`config.mk`:
```
export PLATFORM = sky130hd
export DESIGN_NAME = lorenz_pixel_streamer
export DESIGN_NICKNAME = d
export VERILOG_FILES = /design/src/rtl/lorenz_pkg.sv /design/src/rtl/pixel_fifo.sv /design/src/rtl/lorenz_pixel_streamer.sv
export SDC_FILE = /design/constraint.sdc
export NUM_CORES = 1
export LEC_CHECK = 0
export ABC_AREA = 0
export CORE_ASPECT_RATIO = 0.6
export CORE_UTILIZATION = 50
export CTS_CLUSTER_SIZE = 30
export DETAILED_ROUTE_END_ITERATION = 16
export GPL_TIMING_DRIVEN = 0
export HOLD_SLACK_MARGIN = 0.1
export PLACE_DENSITY = 0.71
export SYNTH_ARGS = -nofsm -noshare
export SYNTH_HDL_FRONTEND = slang
export SYNTH_SLANG_ARGS = --single-unit
```
`constraint.sdc`:
```
create_clock -name clock -period 2.7 [get_ports clock]
set_clock_uncertainty 0.2 [all_clocks]
set_input_delay 0.27 -clock clock [delete_from_list [all_inputs] [get_ports clock]]
set_output_delay 0.27 -clock clock [all_outputs]
set_load 0.01 [all_outputs]
```
`src/rtl/lorenz_pkg.sv`:
```
// Shared types and screen constants for the Lorenz pixel streamer.
// Plane selection is enabled with the LORENZ_PLANE_SELECT_EN macro.
package lorenz_pkg;

  localparam int FX_W    = 27;
  localparam int FX_FRAC = 20;

  localparam int H_RES = 640;
  localparam int V_RES = 480;
  localparam int CX    = 320;
  localparam int CY    = 240;

  typedef logic signed [FX_W-1:0] fx_t;

  typedef struct packed {
    logic [9:0] col;
    logic [8:0] row;
  } pix_t;

  typedef enum logic [1:0] {
    PLANE_XZ = 2'd0,
    PLANE_XY = 2'd1,
    PLANE_YZ = 2'd2
  } plane_e;

  function automatic logic [15:0] sat_inc(input logic [15:0] v);
    return (v == 16'hFFFF) ? v : v + 16'd1;
  endfunction

endpackage

```
`src/rtl/pixel_fifo.sv`:
```
// Show-ahead FIFO: the head entry is visible on dout whenever empty is low.
// A push into a full FIFO is accepted only when a pop happens in the same cycle.
module pixel_fifo #(
  parameter int DEPTH = 16,
  parameter int WIDTH = 19
) (
  input  logic             clk,
  input  logic             rst,
  input  logic             clear,
  input  logic             push,
  input  logic [WIDTH-1:0] din,
  input  logic             pop,
  output logic [WIDTH-1:0] dout,
  output logic             full,
  output logic             empty
);

  localparam int AW = $clog2(DEPTH);

  logic [WIDTH-1:0] mem [DEPTH];
  logic [AW-1:0]    wr_ptr;
  logic [AW-1:0]    rd_ptr;
  logic [AW:0]      count;
  logic             push_ok;
  logic             pop_ok;

  assign empty   = (count == '0);
  assign full    = (count == (AW+1)'(DEPTH));
  assign pop_ok  = pop && !empty;
  assign push_ok = push && (!full || pop_ok);

  // Output forced to zero while empty so idle outputs read as zero.
  assign dout = empty ? '0 : mem[rd_ptr];

  always_ff @(posedge clk) begin
    if (push_ok && !clear) begin
      mem[wr_ptr] <= din;
    end
  end

  always_ff @(posedge clk or posedge rst) begin
    if (rst) begin
      wr_ptr <= '0;
      rd_ptr <= '0;
      count  <= '0;
    end else if (clear) begin
      wr_ptr <= '0;
      rd_ptr <= '0;
      count  <= '0;
    end else begin
      if (push_ok) begin
        wr_ptr <= wr_ptr + AW'(1);
      end
      if (pop_ok) begin
        rd_ptr <= rd_ptr + AW'(1);
      end
      case ({push_ok, pop_ok})
        2'b10:   count <= count + (AW+1)'(1);
        2'b01:   count <= count - (AW+1)'(1);
        default: count <= count;
      endcase
    end
  end

endmodule

```
`src/rtl/lorenz_pixel_streamer.sv`:
```
// Decimates Lorenz solver samples, projects them to 640x480, clips and queues pixel writes.
// Define LORENZ_PLANE_SELECT_EN to add the plane_sel input (x-z, x-y, y-z).
module lorenz_pixel_streamer
  import lorenz_pkg::*;
#(
  parameter int DEPTH = 16,
  parameter int DECIM = 4,
  parameter int SHIFT = 17,
  parameter int Z_OFF = 26214400
) (
  input  logic        clock,
  input  logic        reset,
`ifdef LORENZ_PLANE_SELECT_EN
  input  logic [1:0]  plane_sel,
`endif
  input  logic        sample_valid,
  input  fx_t         x,
  input  fx_t         y,
  input  fx_t         z,
  input  logic        clear,
  output logic        pix_valid,
  input  logic        pix_ready,
  output logic [9:0]  pix_x,
  output logic [8:0]  pix_y,
  output logic        overflow,
  output logic [15:0] drop_cnt,
  output logic [15:0] clip_cnt
);

  localparam int DW = (DECIM > 1) ? $clog2(DECIM) : 1;
  localparam logic [DW-1:0] DEC_LAST = DW'(DECIM - 1);

  localparam logic signed [27:0] ZOFF_W = 28'(Z_OFF);
  localparam logic signed [27:0] CX_W   = 28'(CX);
  localparam logic signed [27:0] CY_W   = 28'(CY);
  localparam logic signed [27:0] H_W    = 28'(H_RES);
  localparam logic signed [27:0] V_W    = 28'(V_RES);

  logic [DW-1:0] dec_cnt;
  logic          accept;

  fx_t  h_sel;
  fx_t  v_sel;
  logic vz_sel;

  logic s0_valid;
  fx_t  s0_h;
  fx_t  s0_v;
  logic s0_vz;

  logic signed [27:0] h_w;
  logic signed [27:0] v_w;
  logic signed [27:0] v_off;
  logic signed [27:0] col_w;
  logic signed [27:0] row_w;
  logic               on_screen;

  logic s1_keep;
  pix_t s1_pix;

  pix_t head;
  logic fifo_full;
  logic fifo_empty;
  logic pop_req;
  logic drop;

  assign accept = sample_valid && (dec_cnt == '0);

  always_ff @(posedge clock or posedge reset) begin
    if (reset) begin
      dec_cnt <= '0;
    end else if (clear) begin
      dec_cnt <= '0;
    end else if (sample_valid) begin
      dec_cnt <= (dec_cnt == DEC_LAST) ? '0 : dec_cnt + DW'(1);
    end
  end

  // First variable drives columns, second drives rows; vz_sel marks a z row axis.
  always_comb begin
    h_sel  = x;
    v_sel  = z;
    vz_sel = 1'b1;
`ifdef LORENZ_PLANE_SELECT_EN
    case (plane_sel)
      PLANE_XY: begin
        v_sel  = y;
        vz_sel = 1'b0;
      end
      PLANE_YZ: h_sel = y;
      default:  ;
    endcase
`endif
  end

`ifndef LORENZ_PLANE_SELECT_EN
  logic unused_y;
  assign unused_y = ^y;
`endif

  always_ff @(posedge clock or posedge reset) begin
    if (reset) begin
      s0_valid <= 1'b0;
      s0_h     <= '0;
      s0_v     <= '0;
      s0_vz    <= 1'b1;
    end else begin
      s0_valid <= accept && !clear;
      if (accept) begin
        s0_h  <= h_sel;
        s0_v  <= v_sel;
        s0_vz <= vz_sel;
      end
    end
  end

  assign h_w       = 28'(s0_h);
  assign v_w       = 28'(s0_v);
  assign v_off     = s0_vz ? (v_w - ZOFF_W) : v_w;
  assign col_w     = CX_W + (h_w >>> SHIFT);
  assign row_w     = CY_W - (v_off >>> SHIFT);
  // Range test on the full 28-bit results so wrapped values cannot alias on-screen.
  assign on_screen = (col_w >= 28'sd0) && (col_w < H_W) &&
                     (row_w >= 28'sd0) && (row_w < V_W);

  always_ff @(posedge clock or posedge reset) begin
    if (reset) begin
      s1_keep  <= 1'b0;
      s1_pix   <= '0;
      clip_cnt <= '0;
    end else if (clear) begin
      s1_keep  <= 1'b0;
      clip_cnt <= '0;
    end else begin
      s1_keep <= s0_valid && on_screen;
      if (s0_valid) begin
        s1_pix.col <= col_w[9:0];
        s1_pix.row <= row_w[8:0];
        if (!on_screen) begin
          clip_cnt <= sat_inc(clip_cnt);
        end
      end
    end
  end

  assign pop_req = pix_valid && pix_ready;
  assign drop    = s1_keep && fifo_full && !pop_req;

  always_ff @(posedge clock or posedge reset) begin
    if (reset) begin
      overflow <= 1'b0;
      drop_cnt <= '0;
    end else if (clear) begin
      overflow <= 1'b0;
      drop_cnt <= '0;
    end else if (drop) begin
      overflow <= 1'b1;
      drop_cnt <= sat_inc(drop_cnt);
    end
  end

  pixel_fifo #(
    .DEPTH (DEPTH),
    .WIDTH ($bits(pix_t))
  ) u_fifo (
    .clk   (clock),
    .rst   (reset),
    .clear (clear),
    .push  (s1_keep),
    .din   (s1_pix),
    .pop   (pop_req),
    .dout  (head),
    .full  (fifo_full),
    .empty (fifo_empty)
  );

  assign pix_valid = !fifo_empty;
  assign pix_x     = head.col;
  assign pix_y     = head.row;

endmodule
```
==> reports/qor.csv <==
stage;metric;value;unit
logic_synthesis;Post-Synth Simple-Gate Area;0.06021;
sta;Setup Viol. Count Final;35;
critical_path;kind of critical path;flip-flop to output port;
drt;1st-iter DRT viols;815;
logic_synthesis;xor/xnor share of the synthesized area;0.01673;
logic_synthesis;FF+latch count, synth;393;
floorplanning;Die W;234.6;um
logic_synthesis;EDFF count, synth;304;
drt;routed len/inst;24.42;um
place;GPL Wtd Cong;0.7643;
logic_synthesis;sequential share of the synthesized area;0.6997;
floorplanning;die area;0.03321;mm^2
layout;final instance area;0.02008;mm^2
pwr;Switching Share;0.2827;
cts;CTS tree;done;
layout;Final nets;1198;
outcome;violated checks;setup timing;
drt;Remaining DRCs;0;
logic_synthesis;ys flop type;edfxtp_1;
hold_path;HP Class;input pin to flip-flop;
sta;RSZ-0062 raised after global routing;true;
drt;Final ANT Viol Nets;0;
logic_synthesis;Cell variety after synth;58;
logic_synthesis;largest family of logic cells by synthesized area;multiplexers;
cts;clock latency on the worst-skew pair;530;ps
critical_path;CP required;2230;ps
critical_path;CP Launch Type;flip-flop;
logic_synthesis;Synth Area in Compound Gates;0.03808;
floorplanning;io pins;139;
pwr;Seq pwr share;0.458;
grt;overall routing resource usage;0.2359;
cts;Clock Path Buffers;3;
floorplanning;# rows;50;
cts;clk sinks;393;
logic_synthesis;mux share of post-synthesis cell area;0.1550;
pwr;Internal Power;12650;uW
sta;setup TNS;-10420;ps
grt;largest net degree at the start of global routing;34;
grt;total gr overflow;0;
layout;Syn-to-layout area delta;23.73;%
drt;DR vias;9146;
pwr;LEAKAGE;0.006835;uW
pwr;Total Power;17640;uW
logic_synthesis;adder-cell share of the synthesized area;0.01434;
place;port bufs;76;
sta;Slew @ Worst Pin;880.4;ps
critical_path;Crit. End Element;output port;
pwr;pwr dens;878.3;mW/mm^2
pwr;peak supply drop;440.6;uV
pwr;clock network fraction of total power;0.281;
cts;root buffer cell;clkbuf_16;
drt;final wirelength;37.55;mm
sta;Final min period;3156;ps
grt;vias in the first global route;9084;
logic_synthesis;mean post-synth cell area;17.80;um^2
sta;Period Utilization, post-route;1.169;
layout;fraction of layout instances using a drive strength above 1;0.3229;
place;Placed Area;0.01793;mm^2
drt;drt via density;5.947;
logic_synthesis;syn_nets;1016;
sta;post-layout worst setup margin;-456.4;ps
place;Detail Placement HPWL;24.16;mm
floorplanning;Core ar.;0.03153;mm^2
logic_synthesis;Cell Area, Synth;0.01623;mm^2
pwr;NetSw;4986;uW
pwr;combinational group share of total power;0.260;
grt;initial antenna violation count;0;
sta;Fmax achieved;0.3168;GHz
drt;router iterations before antenna repair;5;
layout;# fillers;2224;
outcome;status;finished with violations;
floorplanning;die height;141.6;um
logic_synthesis;YS warnings;0;
flow_run;Max-cap violations;0;
sta;Hold WS;147.3;ps
sta;Final Hold Viols;0;
grt;first-pass GRT wire length;56.90;mm
layout;post-layout util;0.6369;
sta;Pins Over Slew Limit;0;
critical_path;Worst Path Arrival;2690;ps
sta;Max-slew headroom;0.4131;
cts;H-tree depth;2;
layout;commonest cells after routing, fill and taps aside;edfxtp_1 (304), mux4_2 (95), dfrtp_1 (85), clkdlybuf4s50_1 (56), clkbuf_16 (42);
layout;commonest non-fill, non-tap cell in the layout;edfxtp_1;
logic_synthesis;Synth async-reset ratio;0.2265;
cts;Clk pin slew, worst setup/hold paths;60;ps
critical_path;Worst Path Max Fanout;4;
floorplanning;Starting Density;0.5147;
cts;total CTS buffers;37;
logic_synthesis;Cells after Synth;912;
-- through the flow --
stage | setup WS (ps) | std cells
final | -456.4 | 1538
after global routing | -507.6 | 1537
after CTS | -529.5 | 1530
after detailed placement | -1295 | 1422
after global placement | -1241 | 1404
after floorplan | 0.02776 | 912
-- power by group through the flow --
stage	Clock (uW)	Sequential, uW	Combinational, uW
floorplan	0	7840	2360
global placement	0	8120	3450
detailed placement	0	8170	3530
CTS	5070	8060	4430
global route	5290	8150	4910
finish	4960	8080	4590
-- final timing paths --
check / start / endpoint / slack, ps / cells past startpoint
hold reg to reg: s0_h[19] / s1_pix[11] / 310 / 1
setup / recovery: u_fifo.rd_ptr[0] / pix_x[8] / -460 / 7
max in group asynchronous: reset / u_fifo.count[1] / 1110 / 4
setup reg to reg: s0_v[20] / clip_cnt[12] / -220 / 12
hold / removal: z[24] / s0_v[24] / 150 / 2
min in group asynchronous: reset / clip_cnt[7] / 580 / 3
-- sequential cells by signal, summed over array words and instances (netlist names) --
register       flops
s0_h              10
s1_keep            1
u_fifo.mem       304
drop_cnt          16
u_fifo.rd_ptr      4
s0_valid           1
overflow           1
u_fifo.wr_ptr      4
dec_cnt            2
clip_cnt          16
s1_pix            19
s0_v              10
u_fifo.count       5
-- kinds of logic after synthesis --
logic type,count (synthesis)
and+or+nand+nor,187
DFF,393
AOI/OAI and AO/OA,92
muxes,129
xor gates and xnor gates,31
buffers and inverters,62
adders and majority gates,18
-- Yosys cell counts, types with 17 or more instances --
cell type	n	area (um^2)
a21oi_1	33	165.2
and2_1	20	125.1
clkbuf_1	31	116.4
dfrtp_1	89	2227
edfxtp_1	304	9129
ha_1	17	212.7
inv_1	19	71.32
mux2_2	28	315.3
mux4_2	95	2140
nand2_1	32	120.1
nor2_1	51	191.4
o21ai_0	23	115.1
or3_1	18	112.6
-- routing by layer --
layer | track usage | vias to the layer above | wire [um]
li1 | - | 3966 | -
met1 | 0.3656 | 4762 | 17000
met2 | 0.3435 | 357 | 16860
met3 | 0.04622 | 61 | 2936
met4 | 0.06214 | 0 | 760
met5 | 0 | - | 0
-- cell type report --
type	count	area, um^2	area share
clock buffer	51	1031	0.05134
buffer	40	337.8	0.01682
antenna	1	2.502	0.0001246
multi-input combinational	458	5004	0.2492
sequential	393	11360	0.5658
timing repair buffer	145	1643	0.08181
clock inverter	15	103.9	0.005172
inverter	19	77.57	0.003863
tap	416	520.5	0.02592
-- critical path, stage by stage (launching register included) --
cell and delay [ps]:
dfrtp_2 430, buf_8 160, buf_12 130, buf_12 110, mux4_2 540, mux4_2 510
and2_4 170, buf_6 110
-- timing repair --
item | in CTS | in global routing
pin swaps | 34 | 24
endpoints found under the setup margin | 170 | 233
hold buffers | 1 | 0
gates resized for setup | 177 | 37
endpoints found under the hold margin | 24 | 0
buffers inserted | 36 | 13
gates cloned | 7 | 0
No activity file was read; power rests on OpenSTA's default activity.
